### config.mk
export PLATFORM = sky130hd
export DESIGN_NAME = port_rd_frontend
export DESIGN_NICKNAME = d
export VERILOG_FILES = /design/src/rtl/hydra_pkg.sv /design/src/rtl/rd_prior_arbiter.sv /design/src/rtl/port_rd_frontend.sv
export SDC_FILE = /design/constraint.sdc
export NUM_CORES = 1
export LEC_CHECK = 0
export ABC_AREA = 1
export CAP_MARGIN = 20
export CORE_ASPECT_RATIO = 0.7
export CORE_MARGIN = 10
export CORE_UTILIZATION = 45
export CTS_CLUSTER_SIZE = 24
export DETAILED_ROUTE_END_ITERATION = 7
export GPL_TIMING_DRIVEN = 0
export PLACE_DENSITY = 0.63
export SYNTH_ARGS = -nofsm -noshare
export SYNTH_HDL_FRONTEND = slang
export SYNTH_SLANG_ARGS = --single-unit
export TNS_END_PERCENT = 1
### constraint.sdc
create_clock -name clk -period 3.3 [get_ports clk]
set_clock_uncertainty 0.2 [all_clocks]
set_input_delay 0.99 -clock clk [delete_from_list [all_inputs] [get_ports clk]]
set_output_delay 0.99 -clock clk [all_outputs]
set_load 0.1 [all_outputs]
### src/rtl/hydra_pkg.sv
// Shared types and constants for the read-side port frontend.
package hydra_pkg;

  localparam int PRIOR_NUM = 8;
  localparam int PORT_NUM  = 16;
  localparam int DATA_W    = 16;
  localparam int CREDIT_W  = 4;

  typedef logic [2:0] prior_t;

  typedef enum logic [2:0] {IDLE, REQ, SOP, DATA, EOP} rd_state_t;

  // Priority p is granted 8-p packets per WRR round.
  function automatic logic [CREDIT_W-1:0] wrr_weight(input int p);
    return CREDIT_W'(PRIOR_NUM - p);
  endfunction

  // Index of the lowest set bit; returns 0 when the vector is empty.
  function automatic prior_t lowest_set(input logic [PRIOR_NUM-1:0] v);
    prior_t idx;
    idx = '0;
    for (int i = PRIOR_NUM - 1; i >= 0; i--) begin
      if (v[i]) idx = prior_t'(i);
    end
    return idx;
  endfunction

endpackage

### src/rtl/rd_prior_arbiter.sv
// Queue selection for one output port: strict priority or weighted round robin
// with per-priority credits, reloaded when no non-empty queue has credit left.
module rd_prior_arbiter
  import hydra_pkg::*;
(
  input  logic                 clk,
  input  logic                 rst_n,
  input  logic [PRIOR_NUM-1:0] queue_empty_i,
  input  logic                 wrr_enable_i,
  input  logic                 select_i,
  input  logic                 consume_i,
  input  prior_t               consume_prior_i,
  output prior_t               sel_prior_o,
  output logic                 sel_valid_o
);

  logic [CREDIT_W-1:0]  credit_q [PRIOR_NUM];
  logic [PRIOR_NUM-1:0] nonempty;
  logic [PRIOR_NUM-1:0] eligible;
  logic                 reload;

  assign nonempty = ~queue_empty_i;

  for (genvar gi = 0; gi < PRIOR_NUM; gi++) begin : g_elig
    assign eligible[gi] = nonempty[gi] && (credit_q[gi] != '0);
  end

  assign sel_valid_o = |nonempty;
  // Exhausted round: refill on the selecting cycle and fall back to strict order.
  assign reload      = select_i && wrr_enable_i && (eligible == '0);
  assign sel_prior_o = (wrr_enable_i && (eligible != '0)) ? lowest_set(eligible)
                                                          : lowest_set(nonempty);

  always_ff @(posedge clk) begin
    for (int p = 0; p < PRIOR_NUM; p++) begin
      if (!rst_n || reload) begin
        credit_q[p] <= wrr_weight(p);
      end else if (consume_i && (consume_prior_i == prior_t'(p)) && (credit_q[p] != '0)) begin
        credit_q[p] <= credit_q[p] - CREDIT_W'(1);
      end
    end
  end

endmodule

### src/rtl/port_rd_frontend.sv
// Per-port read frontend: arbitrates a queue, requests a dequeue, buffers words
// and emits the sop/vld/eop stream. Define RD_STATS_EN to add pkt_sent_cnt.
module port_rd_frontend #(
  parameter int FIFO_DEPTH = 16,
  parameter int DATA_W     = 16
) (
  input  logic              clk,
  input  logic              rst_n,
  input  logic              ready,
  input  logic              wrr_enable,
  input  logic [7:0]        queue_empty,
  output logic              deq_request,
  output logic [2:0]        deq_prior,
  input  logic              deq_grant,
  input  logic              xfer_data_vld,
  input  logic [DATA_W-1:0] xfer_data,
  input  logic              xfer_end,
  output logic              xfer_ready,
  output logic              rd_sop,
  output logic              rd_vld,
  output logic [DATA_W-1:0] rd_data,
  output logic              rd_eop
`ifdef RD_STATS_EN
  ,
  output logic [15:0]       pkt_sent_cnt
`endif
);
  import hydra_pkg::*;

  localparam int AW = $clog2(FIFO_DEPTH);
  localparam int CW = AW + 1;
  localparam logic [AW-1:0] PTR_ONE = AW'(1);
  localparam logic [CW-1:0] CNT_ONE = CW'(1);

  rd_state_t         state_q, state_d;
  prior_t            prior_q, prior_d;
  logic              deq_request_q, deq_request_d;
  logic              rd_sop_q, rd_sop_d;
  logic              rd_vld_q, rd_vld_d;
  logic              rd_eop_q, rd_eop_d;
  logic [DATA_W-1:0] rd_data_q, rd_data_d;
  logic              xfer_ready_q, xfer_ready_d;

  logic [DATA_W:0]   fifo_mem [FIFO_DEPTH];
  logic [AW-1:0]     wr_ptr_q, wr_ptr_d, rd_ptr_q, rd_ptr_d;
  logic [CW-1:0]     count_q, count_d;
  logic [DATA_W:0]   head;
  logic              push, pop, full;

  prior_t            sel_prior;
  logic              sel_valid, arb_select, arb_consume;

  rd_prior_arbiter u_arb (
    .clk             (clk),
    .rst_n           (rst_n),
    .queue_empty_i   (queue_empty),
    .wrr_enable_i    (wrr_enable),
    .select_i        (arb_select),
    .consume_i       (arb_consume),
    .consume_prior_i (prior_q),
    .sel_prior_o     (sel_prior),
    .sel_valid_o     (sel_valid)
  );

  assign head = fifo_mem[rd_ptr_q];
  assign full = (count_q == CW'(FIFO_DEPTH));

  always_comb begin
    state_d       = state_q;
    prior_d       = prior_q;
    deq_request_d = deq_request_q;
    rd_sop_d      = 1'b0;
    rd_vld_d      = 1'b0;
    rd_eop_d      = 1'b0;
    rd_data_d     = rd_data_q;
    arb_select    = 1'b0;
    arb_consume   = 1'b0;
    pop           = 1'b0;
    case (state_q)
      IDLE: begin
        if (ready && sel_valid) begin
          arb_select    = 1'b1;
          prior_d       = sel_prior;
          deq_request_d = 1'b1;
          state_d       = REQ;
        end
      end
      REQ: begin
        if (deq_grant) begin
          deq_request_d = 1'b0;
          arb_consume   = 1'b1;
          rd_sop_d      = 1'b1;
          state_d       = SOP;
        end
      end
      SOP: state_d = DATA;
      DATA: begin
        if (count_q != '0) begin
          pop       = 1'b1;
          rd_vld_d  = 1'b1;
          rd_data_d = head[DATA_W-1:0];
          if (head[DATA_W]) state_d = EOP;
        end
      end
      // rd_eop lands one cycle after the last rd_vld.
      EOP: begin
        rd_eop_d = 1'b1;
        state_d  = IDLE;
      end
      default: state_d = IDLE;
    endcase
  end

  always_comb begin
    push     = xfer_data_vld && !full && (state_q inside {REQ, SOP, DATA});
    wr_ptr_d = push ? wr_ptr_q + PTR_ONE : wr_ptr_q;
    rd_ptr_d = pop ? rd_ptr_q + PTR_ONE : rd_ptr_q;
    case ({push, pop})
      2'b10:   count_d = count_q + CNT_ONE;
      2'b01:   count_d = count_q - CNT_ONE;
      default: count_d = count_q;
    endcase
    // One slot of slack covers the word already in flight when ready drops.
    xfer_ready_d = (count_d <= CW'(FIFO_DEPTH - 2));
  end

  always_ff @(posedge clk) begin
    if (!rst_n) begin
      state_q       <= IDLE;
      prior_q       <= '0;
      deq_request_q <= 1'b0;
      rd_sop_q      <= 1'b0;
      rd_vld_q      <= 1'b0;
      rd_eop_q      <= 1'b0;
      rd_data_q     <= '0;
      xfer_ready_q  <= 1'b0;
      wr_ptr_q      <= '0;
      rd_ptr_q      <= '0;
      count_q       <= '0;
    end else begin
      state_q       <= state_d;
      prior_q       <= prior_d;
      deq_request_q <= deq_request_d;
      rd_sop_q      <= rd_sop_d;
      rd_vld_q      <= rd_vld_d;
      rd_eop_q      <= rd_eop_d;
      rd_data_q     <= rd_data_d;
      xfer_ready_q  <= xfer_ready_d;
      wr_ptr_q      <= wr_ptr_d;
      rd_ptr_q      <= rd_ptr_d;
      count_q       <= count_d;
    end
  end

  always_ff @(posedge clk) begin
    if (rst_n && push) fifo_mem[wr_ptr_q] <= {xfer_end, xfer_data};
  end

  assign deq_request = deq_request_q;
  assign deq_prior   = prior_q;
  assign rd_sop      = rd_sop_q;
  assign rd_vld      = rd_vld_q;
  assign rd_data     = rd_data_q;
  assign rd_eop      = rd_eop_q;
  assign xfer_ready  = xfer_ready_q;

`ifdef RD_STATS_EN
  logic [15:0] pkt_cnt_q;

  always_ff @(posedge clk) begin
    if (!rst_n)        pkt_cnt_q <= '0;
    else if (rd_eop_d) pkt_cnt_q <= pkt_cnt_q + 16'd1;
  end

  assign pkt_sent_cnt = pkt_cnt_q;
`endif

endmodule
==> reports/metrics.cfg, run 1 <==
[yosys]
synth_top_family_by_area=simple AND/OR/NAND/NOR gates
synthTopCellsByArea=edfxtp_1 63%, nor2_1 7.4%, dfxtp_1 6.0%, o21ai_0 5.0%, nand2_1 3.3%
synth.cell_area_um2=14600
synth-simple-area-share=0.146
postSynthAreaPerCell_um2=11.2
synthTopCellsByCount=304 x edfxtp_1, 287 x nor2_1, 146 x o21ai_0, 128 x nand2_1, 83 x inv_1
ys_ff_latch=348
yosysTopAreaCell=edfxtp_1
ys_warn_count=0
synth-edff-count=304
ys_async_sr_fraction=0
synth.area.mux_share=0
synthCells=1298
synth_compound_area_frac=0.0979
synth_ff_type=edfxtp_1
yosysMostFrequentCell=edfxtp_1
synth_xor_area_frac=0.00901
syn-num-nets=1347
seq_area_frac_synth=0.687
synthAdderAreaFrac=0.0160
synth_top_area_share=0.626
ys_types=35

[route]
drt_iter0_drc=1344
routed_wirelength_um=39400
vias=10223
wire_per_inst_um=21.2
antenna_left=0
dr.pass1.iters=6
routed_via_density=5.51
drc=0

[critical_path]
crit_path_end_kind=primary output
crit_cells=1
cp_max_fo=2
cp_data_required_time_ns=2.11
cp_num_buf_inv=1
path_delay_family=buffers and inverters
r2r_start=count_q[3]$_SDFF_PN0_
cpMaxStageDelayCell=clkdlybuf4s50_1
cp-start-kind=register
cp.arrival_ns=2.08
critPathMaxStageDelay_ns=1.16
crit_path_cell_trace=clkdlybuf4s50_1
crit_type=register to primary output
reg2reg_slack_ns=0.34
rr_worst_depth=19
worst_r2r_endpoint=xfer_ready$_SDFF_PN0_

[clocking]
clkLatencyLatePin_ns=0.53
numCtsBuffers=34
cts-root-buf=clkbuf_16
hold_buffers=0
max-clock-path-buffers=3
cts_tree=built
clkTransAtPathRegs_ns=0.06
h-tree-depth=2
cts_sinks=348

[floorplan]
die_area_um2=40100
die_width_um=235
core_um2=32100
fp.dieH_um=171
ios=55
start_util=0.454
num_rows=55

[timing]
worst_pin_slew_ns=1.00
relSlewSlack=0.331
period_share=0.990
hold_viol=0
holdWs_ns=0.277
fmax_ghz=0.306
timing.final.crit_period_ns=3.27
setup-tns-final_ns=0
finalMaxSlewViolations=0
final-setup-viol-count=0

[power_and_ir_drop]
pwr-share-seq=0.477
p_per_area_nw_per_um2=605
pwr-share-clk=0.400
internal_power_mw=7.77
ir_drop_mv=0.394
netSwitchingFraction=0.254
p_switching_mw=2.64
comb_power_share=0.123
p_leak_nw=6.13
power_mw=10.4

[layout]
num-nets-final=1452
drive_above_1_share=0.0938
final_area_um2=17200
final_util=0.536
area_delta_synth_final_pct=18.1
n_antenna_cell=0

[placed_design]
postPlaceCellArea_um2=16000
place.gp.congestion=0.881
io_buffers=53
hpwl_um=27600

[run]
cap_violations=0

[global_routing]
grt_start_max_net_pins=17
grt_pass1_vias=9832
grt_use_total=0.196
overflow=0
antenna_found_initial=0
grt_pass1_wl_um=60200

[hold_path]
worstHoldPathType=register to register
hp-start=rd_ptr_q[2]$_SDFFE_PN0N_
hold_depth=1

[outcome]
status=complete, no violations

cell usage in the layout (no fill, tap or decap), types with 40 or more instances in the layout:
cell type        count
clkbuf_1            40
nand3_1             67
o211ai_1            51
edfxtp_1           304
inv_1               83
nor2_1             269
clkdlybuf4s50_1     50
nand2_1            126
o21ai_0            146
dfxtp_1             44
how the worst max path moves through the flow:
stage	startpoint	slack (ns)	endpoint
finish	rd_data[13]$_SDFFE_PN0N_	0.03	rd_data[13]
global route	xfer_data_vld	-0.005	fifo_mem[12][3]$_DFFE_PP_
CTS	rd_data[13]$_SDFFE_PN0N_	0.003	rd_data[13]
detailed placement	xfer_data_vld	-0.50	fifo_mem[12][2]$_DFFE_PP_
global placement	xfer_data_vld	-1.21	fifo_mem[0][15]$_DFFE_PP_
floorplan	xfer_data_vld	0.33	xfer_ready$_SDFF_PN0_
per-stage QoR:
step | instances | worst slack [ns]
6_report | 1855 | 0.0329
5_1_grt | 1855 | -0.00483
4_1_cts | 1855 | 0.00277
3_5_place_dp | 1794 | -0.499
3_3_place_gp | 1778 | -1.21
2_1_floorplan | 1298 | 0.333
power groups by stage:
stage | clock, mW | combinational [mW] | sequential [mW]
floorplan | 0 | 0.615 | 5.26
global placement | 0 | 1.22 | 5.06
detailed placement | 0 | 1.26 | 5.06
CTS | 4.21 | 1.26 | 4.97
global route | 4.41 | 1.42 | 4.98
finish | 4.17 | 1.28 | 4.97
final cells by class:
class / instances / area (um2)
well taps: 427 / 534
clock buffers: 47 / 1000
repair buffers: 69 / 851
fillers: 2707 / 14900
multi-input cells: 798 / 3980
inverters: 88 / 330
plain buffers: 64 / 317
clock inverters: 14 / 194
flip-flops and latches: 348 / 10000
registers in the layout, summed over array words and instances (netlist names), named ones only:
name / cells
rd_eop: 1
deq_prior: 3
rd_sop: 1
deq_request: 1
rd_data: 16
fifo_mem: 272
state_q: 3
rd_ptr_q: 4
xfer_ready: 1
count_q: 5
rd_vld: 1
u_arb.credit_q: 32
wr_ptr_q: 4
routing by layer:
layer | routed length (um) | vias up | global-route usage
met4 | 671 | 0 | 0.0490
met1 | 18000 | 4922 | 0.295
met3 | 4040 | 55 | 0.0389
met5 | 0 | - | 0
li1 | - | 4759 | -
met2 | 16700 | 487 | 0.281
kinds of logic after synthesis:
| family | Yosys count |
|---|---|
| buffers and inverters | 152 |
| DFF | 348 |
| xor gates and xnor gates | 15 |
| and+or+nand+nor | 516 |
| adders and majority gates | 18 |
| AOI/OAI and AO/OA | 249 |
what timing repair did:
| item | CTS | global route |
|---|---|---|
| setup endpoints to repair | 3 | 21 |
| setup buffers | 0 | 0 |
| resized for setup | 3 | 6 |
Note: power is estimated with default switching activity, not from simulation.
==> inputs of run 2 (changes only) <==
--- a/config.mk
+++ b/config.mk
@@ -12,8 +12,9 @@
 export CORE_UTILIZATION = 45
 export CTS_CLUSTER_SIZE = 24
 export DETAILED_ROUTE_END_ITERATION = 7
+export DONT_BUFFER_PORTS = 1
 export GPL_TIMING_DRIVEN = 0
-export PLACE_DENSITY = 0.63
+export PLACE_DENSITY = 0.61
 export SYNTH_ARGS = -nofsm -noshare
 export SYNTH_HDL_FRONTEND = slang
 export SYNTH_SLANG_ARGS = --single-unit
==> run 2 against run 1 <==
Compared with the run above: design area fell by 3.4%; non-clock buffer count fell by 49; fmax rose by 7.6%.
==> reports/metrics.cfg, run 2 (synthesized netlist as in run 1, its figures left out) <==
[critical_path]
reg2reg_slack_ns=0.29  ; -0.05 ns
cp-start-kind=input port
cp_data_required_time_ns=3.32  ; +1.21 ns
crit_path_end_kind=register
cp.arrival_ns=3.06  ; +0.98 ns
crit_type=input port to register
cp_max_fo=9  ; +7

[power_and_ir_drop]
p_per_area_nw_per_um2=595  ; -1.6%
ir_drop_mv=0.517  ; +31%
power_mw=9.90  ; -4.9%
p_leak_nw=5.89  ; -4.0%

[layout]
drive_above_1_share=0.0935  ; -0.000359
top_register=fifo_mem
final_common_cell=edfxtp_1
most-common-layout-cells=304 x edfxtp_1, 270 x nor2_1, 146 x o21ai_0, 127 x nand2_1, 83 x inv_1
area_delta_synth_final_pct=14.1
largest_reg_flops=272  ; unchanged
num-nets-final=1403  ; -3.4%

[timing]
worst_pin_slew_ns=1.14  ; +0.139 ns
final-setup-viol-count=0  ; unchanged
hold_viol=0  ; unchanged
period_share=0.920  ; -0.0698
setup-tns-final_ns=0  ; unchanged
fmax_ghz=0.329  ; +7.6%
relSlewSlack=0.240  ; -0.0918
timing.final.crit_period_ns=3.04  ; -0.230 ns
finalMaxSlewViolations=0  ; unchanged

[route]
antenna_left=0  ; unchanged
wire_per_inst_um=22.0  ; +3.8%
drc=0  ; unchanged
drt_iter0_drc=1222  ; -9.1%
routed_via_density=5.58  ; +1.2%
dr.pass1.iters=7  ; +1
routed_wirelength_um=39800  ; +1.2%
vias=10081  ; -1.4%

[floorplan]
start_util=0.454  ; unchanged
num_rows=55  ; unchanged
die_area_um2=40100  ; unchanged
die_width_um=235  ; unchanged
fp.dieH_um=171  ; unchanged
ios=55  ; unchanged
core_um2=32100  ; unchanged

[run]
cap_violations=0  ; unchanged

[clocking]
cts_tree=built
max-clock-path-buffers=3  ; unchanged
cts_sinks=348  ; unchanged
post_cts_buffers=0  ; unchanged
h-tree-depth=2  ; unchanged
numCtsBuffers=34  ; unchanged
cts-root-buf=clkbuf_16
clkLatencyLatePin_ns=0.53  ; about the same
hold_buffers=0  ; unchanged
clkTransAtPathRegs_ns=0.06  ; about the same

[global_routing]
grt_start_max_net_pins=17  ; unchanged
grt_use_total=0.194  ; -0.00172
grt_pass1_vias=9369  ; -4.7%
grt_pass1_wl_um=59000  ; -1.9%
antenna_found_initial=0  ; unchanged
overflow=0  ; unchanged

[placed_design]
io_buffers=0  ; -100%
hpwl_um=27700  ; +0.35%
place.gp.congestion=0.870  ; -1.3%

[hold_path]
worstHoldPathType=register to register

[outcome]
status=complete, no violations

## run 2: changes by cell type in the layout (fill, tap and decap cells not counted), moves of 2 or more
cell             before  now
clkbuf_8              4    2
buf_16                7   10
clkdlybuf4s50_1      50    0
dlygate4sd2_1         3    0
clkbuf_1             40   46
bufinv_16             5    0
## run 2: report_power, final
| part | switching [mW] | internal (mW) | leakage (nW) | total, mW |
|---|---|---|---|---|
| Clock | 1.64 | 2.10 | 0.516 | 3.74 |
| Sequential | 0.264 | 4.89 | 3.09 | 5.16 |
| Combinational | 0.688 | 0.316 | 2.29 | 1.00 |
| Total | 2.59 | 7.31 | 5.89 | 9.90 |
## run 2: worst max-delay path, stage by stage
cell	delay (ns)
buf_2	0.22
clkinv_1	0.40
nor2_1	0.30
nand2_1	0.24
nor2_2	0.65
buf_8	0.25
## run 2: area by class of cell
class	count	area (um2)
fillers	2750	15500
flip-flops and latches	348	10000
multi-input cells	798	3970
clock buffers	51	998
well taps	427	534
repair buffers	20	418
inverters	88	330
plain buffers	64	317
clock inverters	11	52.6
diodes	1	2.50
## run 2: timing repair
action,in CTS,in global routing
endpoints found under the hold margin,0,0
endpoints found under the setup margin,0,2
gates resized for setup,0,3
## run 2: worst paths after layout
kind	end	startpoint	cells after the start
worst max-delay path	fifo_mem[0][6]$_DFFE_PP_	rst_n	6
worst min-delay path	register	rd_ptr_q[2]$_SDFFE_PN0N_	1
worst max register to register	xfer_ready$_SDFF_PN0_	count_q[3]$_SDFF_PN0_	19
worst min register to register	register	rd_ptr_q[2]$_SDFFE_PN0N_	1
## run 2: routing by layer
metal,share of wire,wire length (um),vias up,GRT usage
li1,-,-,4667,-
met1,0.46,18100,4939,0.282
met2,0.43,17300,435,0.290
met3,0.096,3840,40,0.0431
met4,0.014,540,0,0.0425
met5,0,0,-,0
## run 2: metrics by stage
stage	hold WS, ns	setup WS, ns	cell area (um2)	cells	util
6_report	0.288	0.263	16600	1808	0.517
5_1_grt	0.324	-0.00762	16600	1807	0.517
4_1_cts	0.278	0.160	16500	1803	0.515
3_5_place_dp	0.259	-0.199	15500	1741	0.482
3_3_place_gp	0.264	-1.05	15100	1725	0.470
2_1_floorplan	0.235	0.333	14600	1298	-
==> inputs of run 3 (changes only) <==
--- a/config.mk
+++ b/config.mk
@@ -5,7 +5,6 @@
 export SDC_FILE = /design/constraint.sdc
 export NUM_CORES = 1
 export LEC_CHECK = 0
-export ABC_AREA = 1
 export CAP_MARGIN = 20
 export CORE_ASPECT_RATIO = 0.7
 export CORE_MARGIN = 10
==> run 3 against run 2 <==
Compared with the run above: clock power is 1% higher; cell count fell by 29%; power shrank 10%; core utilization increased by 0.19 points.
==> reports/metrics.cfg, run 3 <==
[power_and_ir_drop]
internal_power_mw=7.13  ; -2.4%
power_mw=8.92  ; -10%
comb_power_share=0.027  ; -0.074
pwr-share-seq=0.548  ; +0.027
p_switching_mw=1.78  ; -31%
pwr-share-clk=0.425  ; +0.047
netSwitchingFraction=0.200  ; -0.0618
p_leak_nw=5.20  ; -12%
ir_drop_mv=0.286  ; -45%
p_per_area_nw_per_um2=552  ; -7.3%

[layout]
largest_reg_flops=272  ; unchanged
drive_above_1_share=0.197  ; +0.103
final_common_cell=edfxtp_1
area_delta_synth_final_pct=14.2  ; about the same
num-nets-final=887  ; -37%
most-common-layout-cells=304 x edfxtp_1, 57 x mux4_2, 54 x nand2_1, 44 x dfxtp_1, 37 x clkbuf_16
n_antenna_cell=0  ; -1
top_register=fifo_mem
final_util=0.519  ; +0.00190

[global_routing]
overflow=0  ; unchanged
grt_pass1_vias=7468  ; -20%
antenna_found_initial=0  ; unchanged
grt_pass1_wl_um=47000  ; -20%
grt_use_total=0.161  ; -0.0328
grt_start_max_net_pins=17  ; unchanged

[yosys]
ys_ff_latch=348  ; unchanged
synthTopCellsByCount=304 x edfxtp_1, 57 x mux4_2, 54 x nand2_1, 44 x dfxtp_1, 28 x mux4_1
synth_top_area_share=0.646  ; +0.0193
synth-edff-count=304  ; unchanged
synthCells=781  ; -40%
synth.cell_area_um2=14100  ; -3.0%
ys_warn_count=0  ; unchanged
ys_async_sr_fraction=0  ; unchanged
syn-num-nets=830  ; -38%
seq_area_frac_synth=0.708  ; +0.0212
synthTopCellsByArea=edfxtp_1 65%, mux4_2 9.1%, dfxtp_1 6.2%, mux4_1 5.2%, ha_1 1.5%
yosysTopAreaCell=edfxtp_1
ys_types=52  ; +49%
synth_ff_type=edfxtp_1
yosysMostFrequentCell=edfxtp_1
postSynthAreaPerCell_um2=18.1  ; +61%

[floorplan]
num_rows=54  ; -1.8%
die_area_um2=39000  ; -2.7%
ios=55  ; unchanged
die_width_um=232  ; -1.4%
core_um2=31100  ; -3.3%
start_util=0.455  ; +0.00138
fp.dieH_um=168  ; -1.3%

[route]
dr.pass1.iters=5  ; -2
antenna_left=0  ; unchanged
wl_met2_um=14600  ; -16%
drt_iter0_drc=737  ; -40%
wl_met1_um=13700  ; -25%
vias=7323  ; -27%
route.met3.wl_um=2330  ; -39%
routed_wirelength_um=31300  ; -22%
drc=0  ; unchanged
routed_via_density=5.70  ; +2.3%
top_layer_used=met4
wire_per_inst_um=24.4  ; +11%

[clocking]
clkTransAtPathRegs_ns=0.06  ; about the same
numCtsBuffers=34  ; unchanged
h-tree-depth=2  ; unchanged
hold_buffers=0  ; unchanged
cts-root-buf=clkbuf_16
cts_sinks=348  ; unchanged
cts_tree=built
clkLatencyLatePin_ns=0.52  ; about the same
max-clock-path-buffers=3  ; unchanged

[critical_path]
cp_max_fo=10  ; +1
crit_type=register to register
cp-start-kind=register
cp_data_required_time_ns=3.32  ; about the same
cp.arrival_ns=3.25  ; +0.19 ns
crit_path_end_kind=register

[placed_design]
dp_slack_ns=-0.331  ; -0.132 ns
place.gp.congestion=0.828  ; -4.9%
hpwl_um=21500  ; -22%
io_buffers=0  ; unchanged

[timing]
final-setup-viol-count=0  ; unchanged
timing.final.crit_period_ns=3.22  ; +0.188 ns
finalMaxSlewViolations=0  ; unchanged
fmax_ghz=0.310  ; -5.8%
relSlewSlack=0.273  ; +0.0333
rsz0062_at_grt=true
fin_ws_ns=0.0754  ; -0.188 ns
hold_viol=0  ; unchanged
worst_pin_slew_ns=1.09  ; -0.0499 ns
holdWs_ns=0.331  ; +0.0437 ns
period_share=0.977  ; +0.0570

[hold_path]
worstHoldPathType=register to register

[run]
cap_violations=0  ; unchanged

[outcome]
status=complete, no violations

==> run 3: through the flow <==
| step | cell area, um2 | instances | setup TNS, ns |
|---|---|---|---|
| after global routing | 16100 | 1284 | -0.0831 |
| after detailed placement | 15000 | 1219 | -27.88 |
| final | 16100 | 1284 | 0 |
| after floorplan | 14200 | 781 | 0 |
| after CTS | 16100 | 1282 | 0 |
| after global placement | 14700 | 1201 | -193.71 |
==> run 3: timing repair <==
item                                    4_1_cts  5_1_grt
endpoints found under the setup margin       26        2
gates resized for setup                       3        4
setup buffers                                 1        1
pin swaps                                     1        1
==> run 3: power groups by stage <==
stage | clock network [mW] | logic (mW) | registers (mW)
6_report | 3.79 | 0.242 | 4.89
5_1_grt | 4.04 | 0.261 | 4.89
4_1_cts | 3.87 | 0.232 | 4.89
3_5_place_dp | 0 | 0.226 | 4.98
3_3_place_gp | 0 | 0.192 | 4.99
2_1_floorplan | 0 | 0.151 | 4.98
==> run 3: final cells by class <==
class | instances | area, um2
tap | 420 | 526
clock buffer | 44 | 962
timing repair buffer | 21 | 314
clock inverter | 18 | 133
inverter | 27 | 101
fill | 2450 | 14900
buffer | 32 | 190
sequential | 348 | 10000
multi-input combinational | 374 | 3910
==> run 3: worst max-delay path, stage by stage, from the launching register on <==
cell and delay (ns):
dfxtp_1 0.51, nor4_4 0.08, buf_4 0.16, a2111oi_4 0.34, inv_1 0.19, or3_1 0.47
nor2_2 0.73, buf_8 0.24
==> run 3: path summary, 6_finish.rpt <==
kind	startpoint	endpoint	slack, ns	depth (start not counted)
min reg2reg	wr_ptr_q[1]$_SDFFE_PN0P_	wr_ptr_q[1]$_SDFFE_PN0P_	0.33	2
max reg2reg	count_q[0]$_SDFF_PN0_	fifo_mem[1][3]$_DFFE_PP_	0.08	7
min	wr_ptr_q[1]$_SDFFE_PN0P_	wr_ptr_q[1]$_SDFFE_PN0P_	0.33	2
max	count_q[0]$_SDFF_PN0_	fifo_mem[1][3]$_DFFE_PP_	0.08	7
==> run 3: cells by family after synthesis <==
| logic type | synth area share |
|---|---|
| flops | 0.708 |
| buf+inv | 0.0205 |
| fa+ha+maj | 0.0165 |
| xor+xnor | 0.0161 |
| compound gates | 0.0270 |
| simple gates | 0.0678 |
| mux | 0.144 |
==> run 3: metal layers <==
metal  vias up  GRT usage
met5         -          0
met4         0     0.0473
met3        37     0.0390
met2       261      0.253
met1      3780      0.220
li1       3245          -
